File: src/rtl/rx_link_monitor_pkg.sv
// Shared types, control-bit indices, counter widths and helpers for the rx link monitor.
package rx_link_mon_pkg;

    typedef enum logic [1:0] {
        HUNT   = 2'd0,
        ALIGN  = 2'd1,
        LOCKED = 2'd2
    } lm_state_e;

    // Bit positions inside the VIO control word
    localparam int CTRL_CLR = 0;
    localparam int CTRL_EN  = 1;

    localparam int WORD_CNT_W    = 48;
    localparam int ERR_CNT_W     = 32;
    localparam int BIT_ERR_CNT_W = 48;
    localparam int LOST_CNT_W    = 8;

    function automatic logic [5:0] popcount32(input logic [31:0] v);
        logic [5:0] n;
        n = '0;
        for (int i = 0; i < 32; i++) n = n + {5'b0, v[i]};
        return n;
    endfunction

endpackage

File: src/rtl/rx_link_monitor_if.sv
// Lane-side and debug-core-side signals of one rx link monitor instance.
interface rx_link_monitor_if;
    logic [31:0] rx_data;
    logic        rx_valid;
    logic [31:0] vio_ctrl;
    logic [31:0] vio_status;
    logic [47:0] ila_data;
    logic [47:0] ila_err;
    logic [47:0] ila_cnt;

    modport master (
        output rx_data, rx_valid, vio_ctrl,
        input  vio_status, ila_data, ila_err, ila_cnt
    );

    modport slave (
        input  rx_data, rx_valid, vio_ctrl,
        output vio_status, ila_data, ila_err, ila_cnt
    );
endinterface

File: src/rtl/rx_link_monitor_ctrl_sync.sv
// Two-flop synchronizer with rising-edge detect for quasi-static VIO control bits.
module rx_link_ctrl_sync #(
    parameter int W = 2
) (
    input  logic         clk,
    input  logic         rst,
    input  logic [W-1:0] async_in,
    output logic [W-1:0] sync_out,
    output logic [W-1:0] rise
);
    logic [W-1:0] meta;
    logic [W-1:0] sync;
    logic [W-1:0] sync_d;

    // Metastability chain plus one history flop for edge detection
    always_ff @(posedge clk or posedge rst) begin
        if (rst) begin
            meta   <= '0;
            sync   <= '0;
            sync_d <= '0;
        end else begin
            meta   <= async_in;
            sync   <= meta;
            sync_d <= sync;
        end
    end

    assign sync_out = sync;
    assign rise     = sync & ~sync_d;
endmodule

File: src/rtl/rx_link_monitor.sv
// Per-lane incrementing-pattern checker: lock tracking, error counters, ILA/VIO probes.
module rx_link_monitor
    import rx_link_mon_pkg::*;
#(
    parameter int          LOCK_CNT    = 8,
    parameter int          UNLOCK_ERRS = 4,
    parameter logic [31:0] PAT_INC     = 32'd1
) (
    input  logic              rxclk,
    input  logic              rst,
    rx_link_monitor_if.slave  lnk
);
    localparam logic [7:0] LOCK_LAST   = 8'(LOCK_CNT - 1);
    localparam logic [7:0] UNLOCK_LAST = 8'(UNLOCK_ERRS - 1);

    logic [1:0] ctrl_sync, ctrl_rise;
    logic       en, clr_pulse;

    rx_link_ctrl_sync #(.W(2)) u_ctrl_sync (
        .clk      (rxclk),
        .rst      (rst),
        .async_in (lnk.vio_ctrl[1:0]),
        .sync_out (ctrl_sync),
        .rise     (ctrl_rise)
    );

    assign en        = ctrl_sync[CTRL_EN];
    assign clr_pulse = ctrl_rise[CTRL_CLR];

    // Control bits with no function here are deliberately dropped
    logic unused_ctrl;
    assign unused_ctrl = ^{lnk.vio_ctrl[31:2], ctrl_sync[CTRL_CLR], ctrl_rise[CTRL_EN]};

    logic [31:0] d1;
    logic        v1;

    // Stage 1: capture the recovered word
    always_ff @(posedge rxclk or posedge rst) begin
        if (rst) begin
            d1 <= '0;
            v1 <= 1'b0;
        end else begin
            d1 <= lnk.rx_data;
            v1 <= lnk.rx_valid;
        end
    end

    lm_state_e                  state, state_nx;
    logic [31:0]                exp_word, exp_nx;
    logic [7:0]                 good, good_nx;
    logic [7:0]                 bad_run, bad_nx;
    logic [WORD_CNT_W-1:0]      word_cnt, word_nx;
    logic [ERR_CNT_W-1:0]       err_cnt, err_nx;
    logic [BIT_ERR_CNT_W-1:0]   bit_err_cnt, bit_err_nx;
    logic [LOST_CNT_W-1:0]      lost_cnt, lost_nx;
    logic [BIT_ERR_CNT_W:0]     bits_sum;
    logic                       word_inc, err_inc, lost_inc;
    logic                       mis;
    logic [31:0]                diff;
    logic [31:0]                vio_status_q, vio_status_nx;
    logic [47:0]                ila_data_q, ila_data_nx;
    logic [47:0]                ila_err_q, ila_err_nx;

    assign diff = d1 ^ exp_word;
    assign mis  = v1 & (d1 != exp_word);

    // Lock state register
    always_ff @(posedge rxclk or posedge rst) begin
        if (rst) state <= HUNT;
        else     state <= state_nx;
    end

    // Lock transitions; only valid words move the machine, disable overrides all
    always_comb begin
        state_nx = state;
        if (!en) begin
            state_nx = HUNT;
        end else if (v1) begin
            case (state)
                HUNT:    state_nx = ALIGN;
                ALIGN:   if (!mis && good == LOCK_LAST) state_nx = LOCKED;
                LOCKED:  if (mis && bad_run == UNLOCK_LAST) state_nx = HUNT;
                default: state_nx = HUNT;
            endcase
        end
    end

    // Pattern tracking, counter updates and next probe values
    always_comb begin
        exp_nx   = exp_word;
        good_nx  = good;
        bad_nx   = bad_run;
        word_inc = 1'b0;
        err_inc  = 1'b0;
        lost_inc = 1'b0;
        if (en && v1) begin
            case (state)
                HUNT: begin
                    exp_nx  = d1 + PAT_INC;
                    good_nx = '0;
                end
                ALIGN: begin
                    if (mis) begin
                        exp_nx  = d1 + PAT_INC;
                        good_nx = '0;
                    end else begin
                        exp_nx  = exp_word + PAT_INC;
                        good_nx = good + 8'd1;
                        if (good == LOCK_LAST) bad_nx = '0;
                    end
                end
                LOCKED: begin
                    // Once locked the expected value free-runs; no resync on errors
                    word_inc = 1'b1;
                    exp_nx   = exp_word + PAT_INC;
                    if (mis) begin
                        err_inc  = 1'b1;
                        bad_nx   = bad_run + 8'd1;
                        lost_inc = (bad_run == UNLOCK_LAST);
                    end else begin
                        bad_nx = '0;
                    end
                end
                default: ;
            endcase
        end

        bits_sum = {1'b0, bit_err_cnt} + {{(BIT_ERR_CNT_W-5){1'b0}}, popcount32(diff)};

        // Saturating counters; clear takes priority over any same-cycle increment
        word_nx    = (word_inc && !(&word_cnt)) ? word_cnt + 1'b1 : word_cnt;
        err_nx     = (err_inc  && !(&err_cnt))  ? err_cnt  + 1'b1 : err_cnt;
        lost_nx    = (lost_inc && !(&lost_cnt)) ? lost_cnt + 1'b1 : lost_cnt;
        bit_err_nx = !err_inc ? bit_err_cnt :
                     bits_sum[BIT_ERR_CNT_W] ? {BIT_ERR_CNT_W{1'b1}} :
                     bits_sum[BIT_ERR_CNT_W-1:0];
        if (clr_pulse) begin
            word_nx    = '0;
            err_nx     = '0;
            lost_nx    = '0;
            bit_err_nx = '0;
        end

        ila_data_nx   = {state_nx, v1, mis, 12'b0, d1};
        ila_err_nx    = {err_nx[15:0], mis ? diff : 32'b0};
        vio_status_nx = {state_nx, en, 5'b0, lost_nx, err_nx[15:0]};
    end

    // Stage 2: datapath, counters and registered probes
    always_ff @(posedge rxclk or posedge rst) begin
        if (rst) begin
            exp_word     <= '0;
            good         <= '0;
            bad_run      <= '0;
            word_cnt     <= '0;
            err_cnt      <= '0;
            bit_err_cnt  <= '0;
            lost_cnt     <= '0;
            ila_data_q   <= '0;
            ila_err_q    <= '0;
            vio_status_q <= '0;
        end else begin
            exp_word     <= exp_nx;
            good         <= good_nx;
            bad_run      <= bad_nx;
            word_cnt     <= word_nx;
            err_cnt      <= err_nx;
            bit_err_cnt  <= bit_err_nx;
            lost_cnt     <= lost_nx;
            ila_data_q   <= ila_data_nx;
            ila_err_q    <= ila_err_nx;
            vio_status_q <= vio_status_nx;
        end
    end

    assign lnk.ila_data   = ila_data_q;
    assign lnk.ila_err    = ila_err_q;
    assign lnk.ila_cnt    = word_cnt;
    assign lnk.vio_status = vio_status_q;
endmodule

File: src/flat_wrapper.sv
// flat-port wrapper written by rule: the top's interface ports become plain ports
module rx_link_monitor_flat import rx_link_mon_pkg::*;
#(
    parameter int          LOCK_CNT    = 8,
    parameter int          UNLOCK_ERRS = 4,
    parameter logic [31:0] PAT_INC     = 32'd1
)
  (rxclk, rst, lnk_rx_data, lnk_rx_valid, lnk_vio_ctrl, lnk_vio_status, lnk_ila_data, lnk_ila_err, lnk_ila_cnt);
  rx_link_monitor_if lnk_i ();
  input  logic rxclk;
  input  logic rst;
  input wire logic [$bits(lnk_i.rx_data)-1:0] lnk_rx_data;
  input wire logic [$bits(lnk_i.rx_valid)-1:0] lnk_rx_valid;
  input wire logic [$bits(lnk_i.vio_ctrl)-1:0] lnk_vio_ctrl;
  output wire logic [$bits(lnk_i.vio_status)-1:0] lnk_vio_status;
  output wire logic [$bits(lnk_i.ila_data)-1:0] lnk_ila_data;
  output wire logic [$bits(lnk_i.ila_err)-1:0] lnk_ila_err;
  output wire logic [$bits(lnk_i.ila_cnt)-1:0] lnk_ila_cnt;
  assign lnk_i.rx_data = lnk_rx_data;
  assign lnk_i.rx_valid = lnk_rx_valid;
  assign lnk_i.vio_ctrl = lnk_vio_ctrl;
  assign lnk_vio_status = lnk_i.vio_status;
  assign lnk_ila_data = lnk_i.ila_data;
  assign lnk_ila_err = lnk_i.ila_err;
  assign lnk_ila_cnt = lnk_i.ila_cnt;
  rx_link_monitor #(.LOCK_CNT(LOCK_CNT), .UNLOCK_ERRS(UNLOCK_ERRS), .PAT_INC(PAT_INC)) u_core (.rxclk(rxclk), .rst(rst), .lnk(lnk_i));
endmodule
File: config.mk
export PLATFORM = sky130hd
export DESIGN_NAME = rx_link_monitor_flat
export DESIGN_NICKNAME = d
export VERILOG_FILES = /design/src/rtl/rx_link_monitor_pkg.sv /design/src/rtl/rx_link_monitor_if.sv /design/src/rtl/rx_link_monitor_ctrl_sync.sv /design/src/rtl/rx_link_monitor.sv /design/src/flat_wrapper.sv
export SDC_FILE = /design/constraint.sdc
export NUM_CORES = 1
export LEC_CHECK = 0
export ABC_AREA = 1
export BUFFER_PORTS_ARGS = -buffer_cell sky130_fd_sc_hd__clkbuf_2
export CAP_MARGIN = 20
export CORE_AREA = 2 2 151 212
export CTS_BUF_LIST = sky130_fd_sc_hd__clkbuf_8
export DETAILED_ROUTE_END_ITERATION = 10
export DIE_AREA = 0 0 153 214
export PLACE_DENSITY = 0.8
export SLEW_MARGIN = 25
export SYNTH_ARGS = -nofsm -noshare
export SYNTH_HDL_FRONTEND = slang
export SYNTH_SLANG_ARGS = --single-unit
File: constraint.sdc
create_clock -name rxclk -period 6.8 [get_ports rxclk]
set_input_delay 0.34 -clock rxclk [delete_from_list [all_inputs] [get_ports rxclk]]
set_output_delay 0.34 -clock rxclk [all_outputs]
set_load 0.05 [all_outputs]
==> metrics <==
status finished clean; Skew-Pair Late Insertion Delay 0.57 ns; Post-Syn Area 0.0137 sq mm; # placed instances 2,319; Async SR Flop Fraction 100%; pre-CTS WS 2.91 ns; number of buffers created by CTS 39; io pins 243; min cycle time layout 3.48 ns; port bufs 195; initial antenna violation count 0; total core area 0.0307 sq mm; Fmax 0.288 GHz; Synth Instances 1,808; clock buffer depth 3; Power Internal 2350 uW; Worst path slowest cell nor2_4; register area share after synthesis 44.5%; Hold Slack 0.313 ns; Comb pwr share 14.7%; Buf/Inv on CP 4; global-route wire length before repair 63,800 microns; Worst VDD drop 0.178 mV; Sequential Power Share 46.9%; clock power share 38.4%; fin crit share 51.1%; total of max-cap violations 0; worst setup margin 3.32 ns; Antenna Nets Post-Route 0; drt pass-1 iters 6; CP top delay family simple AND/OR/NAND/NOR gates; YS warnings 0; Final GP Congestion 0.967; DP HPWL 28,900 microns; die area 0.0327 sq mm; Hold WC Path Type in -> async; top_reg_cell synth dfrtp_1; crit end category register; via count 13,000; Synth top area share 44.5%; top post-synthesis cells by count nand2_1, dfrtp_1, nor2_1; share of cells above drive strength 1 14.7%; 1st-iter DRT viols 1,282; synthesized flop and latch total 243; DRC Markers 0; Max-slew headroom 35.1%; CP peak stage delay 0.62 ns; Critical Path Start Type register; Cell Count, Final, Fillers Out 2,424; Clock Root Buffer clkbuf_8; H-tree depth 2; syn_area_per_cell 7.56 sq um; CTS sink cnt 243; Post-CTS Resized 0; RSZ-0062 raised after global routing false; largest area contributor in the netlist dfrtp_1; Netlist cell types 37; area delta synth->final 15.7%; pwr dens 215 mW/mm^2; worst setup path class reg -> reg; TritonCTS clock tree yes; setup TNS 0 ns; Slew @ Worst Pin 0.967 ns; Critical Path RT 7.27 ns; total global-route track usage 24.0%; final WL 39,800 microns; Area contributors post-synth dfrtp_1, nand2_1, nor2_1; count leader, synth nand2_1; Critical Path Stages 9; clk slew on worst S/H paths 0.06 ns; vias in the first global route 12,500; crit path DAT 3.95 ns; Worst Path Max Fanout 30; Initial Util 44.5%; cells along the critical path inv_1, ha_1, inv_1, nor2_1, nand2_2, inv_2, nor2_4, inv_2, o21ai_0; Site Rows 76; Leak 0.00739 uW; switching power 1060 uW; NumNets Final 2,085; R2R cell count 9; Post-synth EDFFs 0; Die X 153 microns; Die H 214 microns; largest net degree at the start of global routing 166; diode count 0; Final Hold Vio Count 0; setup violators final 0; Worst Skew 0.0391 ns; switch share 31.0%; global route total overflow 0; vias per cell 5.37; fin util 51.5%; Max Slew Vio Count 0; Wirelength per Cell 16.4 microns
==> final timing paths <==
| path | startpoint | to | slack, ns |
|---|---|---|---|
| worst max register to register | u_core.state[0]$_DFFE_PP0P_ | u_core.lnk.ila_cnt[31]$_DFFE_PP0P_ | 3.32 |
| max in group asynchronous | rst | u_core.lnk.ila_err[45]$_DFFE_PP0P_ | 5.28 |
| min in group rxclk | u_core.u_ctrl_sync.meta[0]$_DFF_PP0_ | u_core.u_ctrl_sync.sync_out[0]$_DFF_PP0_ | 0.37 |
| worst max-delay path | u_core.state[0]$_DFFE_PP0P_ | u_core.lnk.ila_cnt[31]$_DFFE_PP0P_ | 3.32 |
| worst min register to register | u_core.u_ctrl_sync.meta[0]$_DFF_PP0_ | u_core.u_ctrl_sync.sync_out[0]$_DFF_PP0_ | 0.37 |
| worst min-delay path | rst | u_core.d1[1]$_DFF_PP0_ | 0.31 |
==> layout by cell type (no fill, tap or decap), drive strengths merged, types with 9 or more instances in the layout <==
master       netlist  routed
nand2            525     525
dfrtp            243     243
clkbuf            22     242
nor2             228     228
inv              183     190
nand3            122     122
o21ai             71      71
xor2              68      68
nand4             53      53
o31ai             52      52
nor3              51      51
a21oi             38      38
dlygate4sd3        0      36
xnor2             27      27
conb               1      17
clkinv             2      12
nand3b            11      11
ha                11      11
nor4              10      10
buf               76       9
==> area by class of cell <==
cell class | count | area [sq um]
well taps | 390 | 488
clock buffers | 47 | 647
flip-flops and latches | 243 | 6080
repair buffers | 240 | 1430
multi-input cells | 1298 | 6320
fillers | 2923 | 14900
clock inverters | 21 | 151
inverters | 185 | 698
==> worst min-delay path, cell delays in order <==
cell,delay (ns)
dlygate4sd3_1,0.53
clkbuf_2,0.12
clkinvlp_4,0.30
==> metal layers <==
metal	global-route usage, %	part of all wire, %	wire length (microns)
met3	3.80	6.8	2710
met2	40.9	49	19400
met5	0	0	0
met4	14.0	6.3	2520
met1	28.5	38	15100
==> per-stage QoR <==
step	power, uW	area (sq um)
global placement	2090	14600
global route	3560	15800
CTS	3440	15800
floorplan	1970	13700
detailed placement	2100	14600
finish	3400	15800
==> timing repair <==
item | in CTS | in global routing
setup buffers | 0 | 0
hold buffers | 36 | 0
endpoints found under the hold margin | 81 | 0
==> state kept, by name, indices dropped and copies added (netlist names), 2 cells and up <==
name	flops
u_core.lnk.ila_data	34
u_core.lnk.vio_status	4
u_core.good	8
u_core.u_ctrl_sync.meta	2
u_core.err_cnt	16
u_core.lnk.ila_err	47
u_core.bad_run	8
u_core.d1	32
u_core.lost_cnt	7
u_core.u_ctrl_sync.sync_out	2
u_core.lnk.ila_cnt	48
u_core.exp_word	32
==> cell families after synthesis <==
family                   count (synthesis)  synth area share [%]
other                                    1                0.0274
buffers and inverters                  283                  9.80
AND/OR/NAND/NOR                       1009                  31.5
adder cells (fa/ha/maj)                 11                  1.01
flip-flops                             243                  44.5
AO/OA/AOI/OAI                          166                  7.10
XOR/XNOR                                95                  6.09
==> power groups by stage <==
| stage | Clock [uW] | Sequential, uW | Combinational (uW) |
|---|---|---|---|
| after floorplan | 0 | 1710 | 262 |
| after global placement | 0 | 1620 | 472 |
| after detailed placement | 0 | 1620 | 479 |
| after CTS | 1350 | 1590 | 496 |
| after global routing | 1410 | 1610 | 544 |
| final | 1310 | 1600 | 499 |
Note: power is estimated with default switching activity, not from simulation.
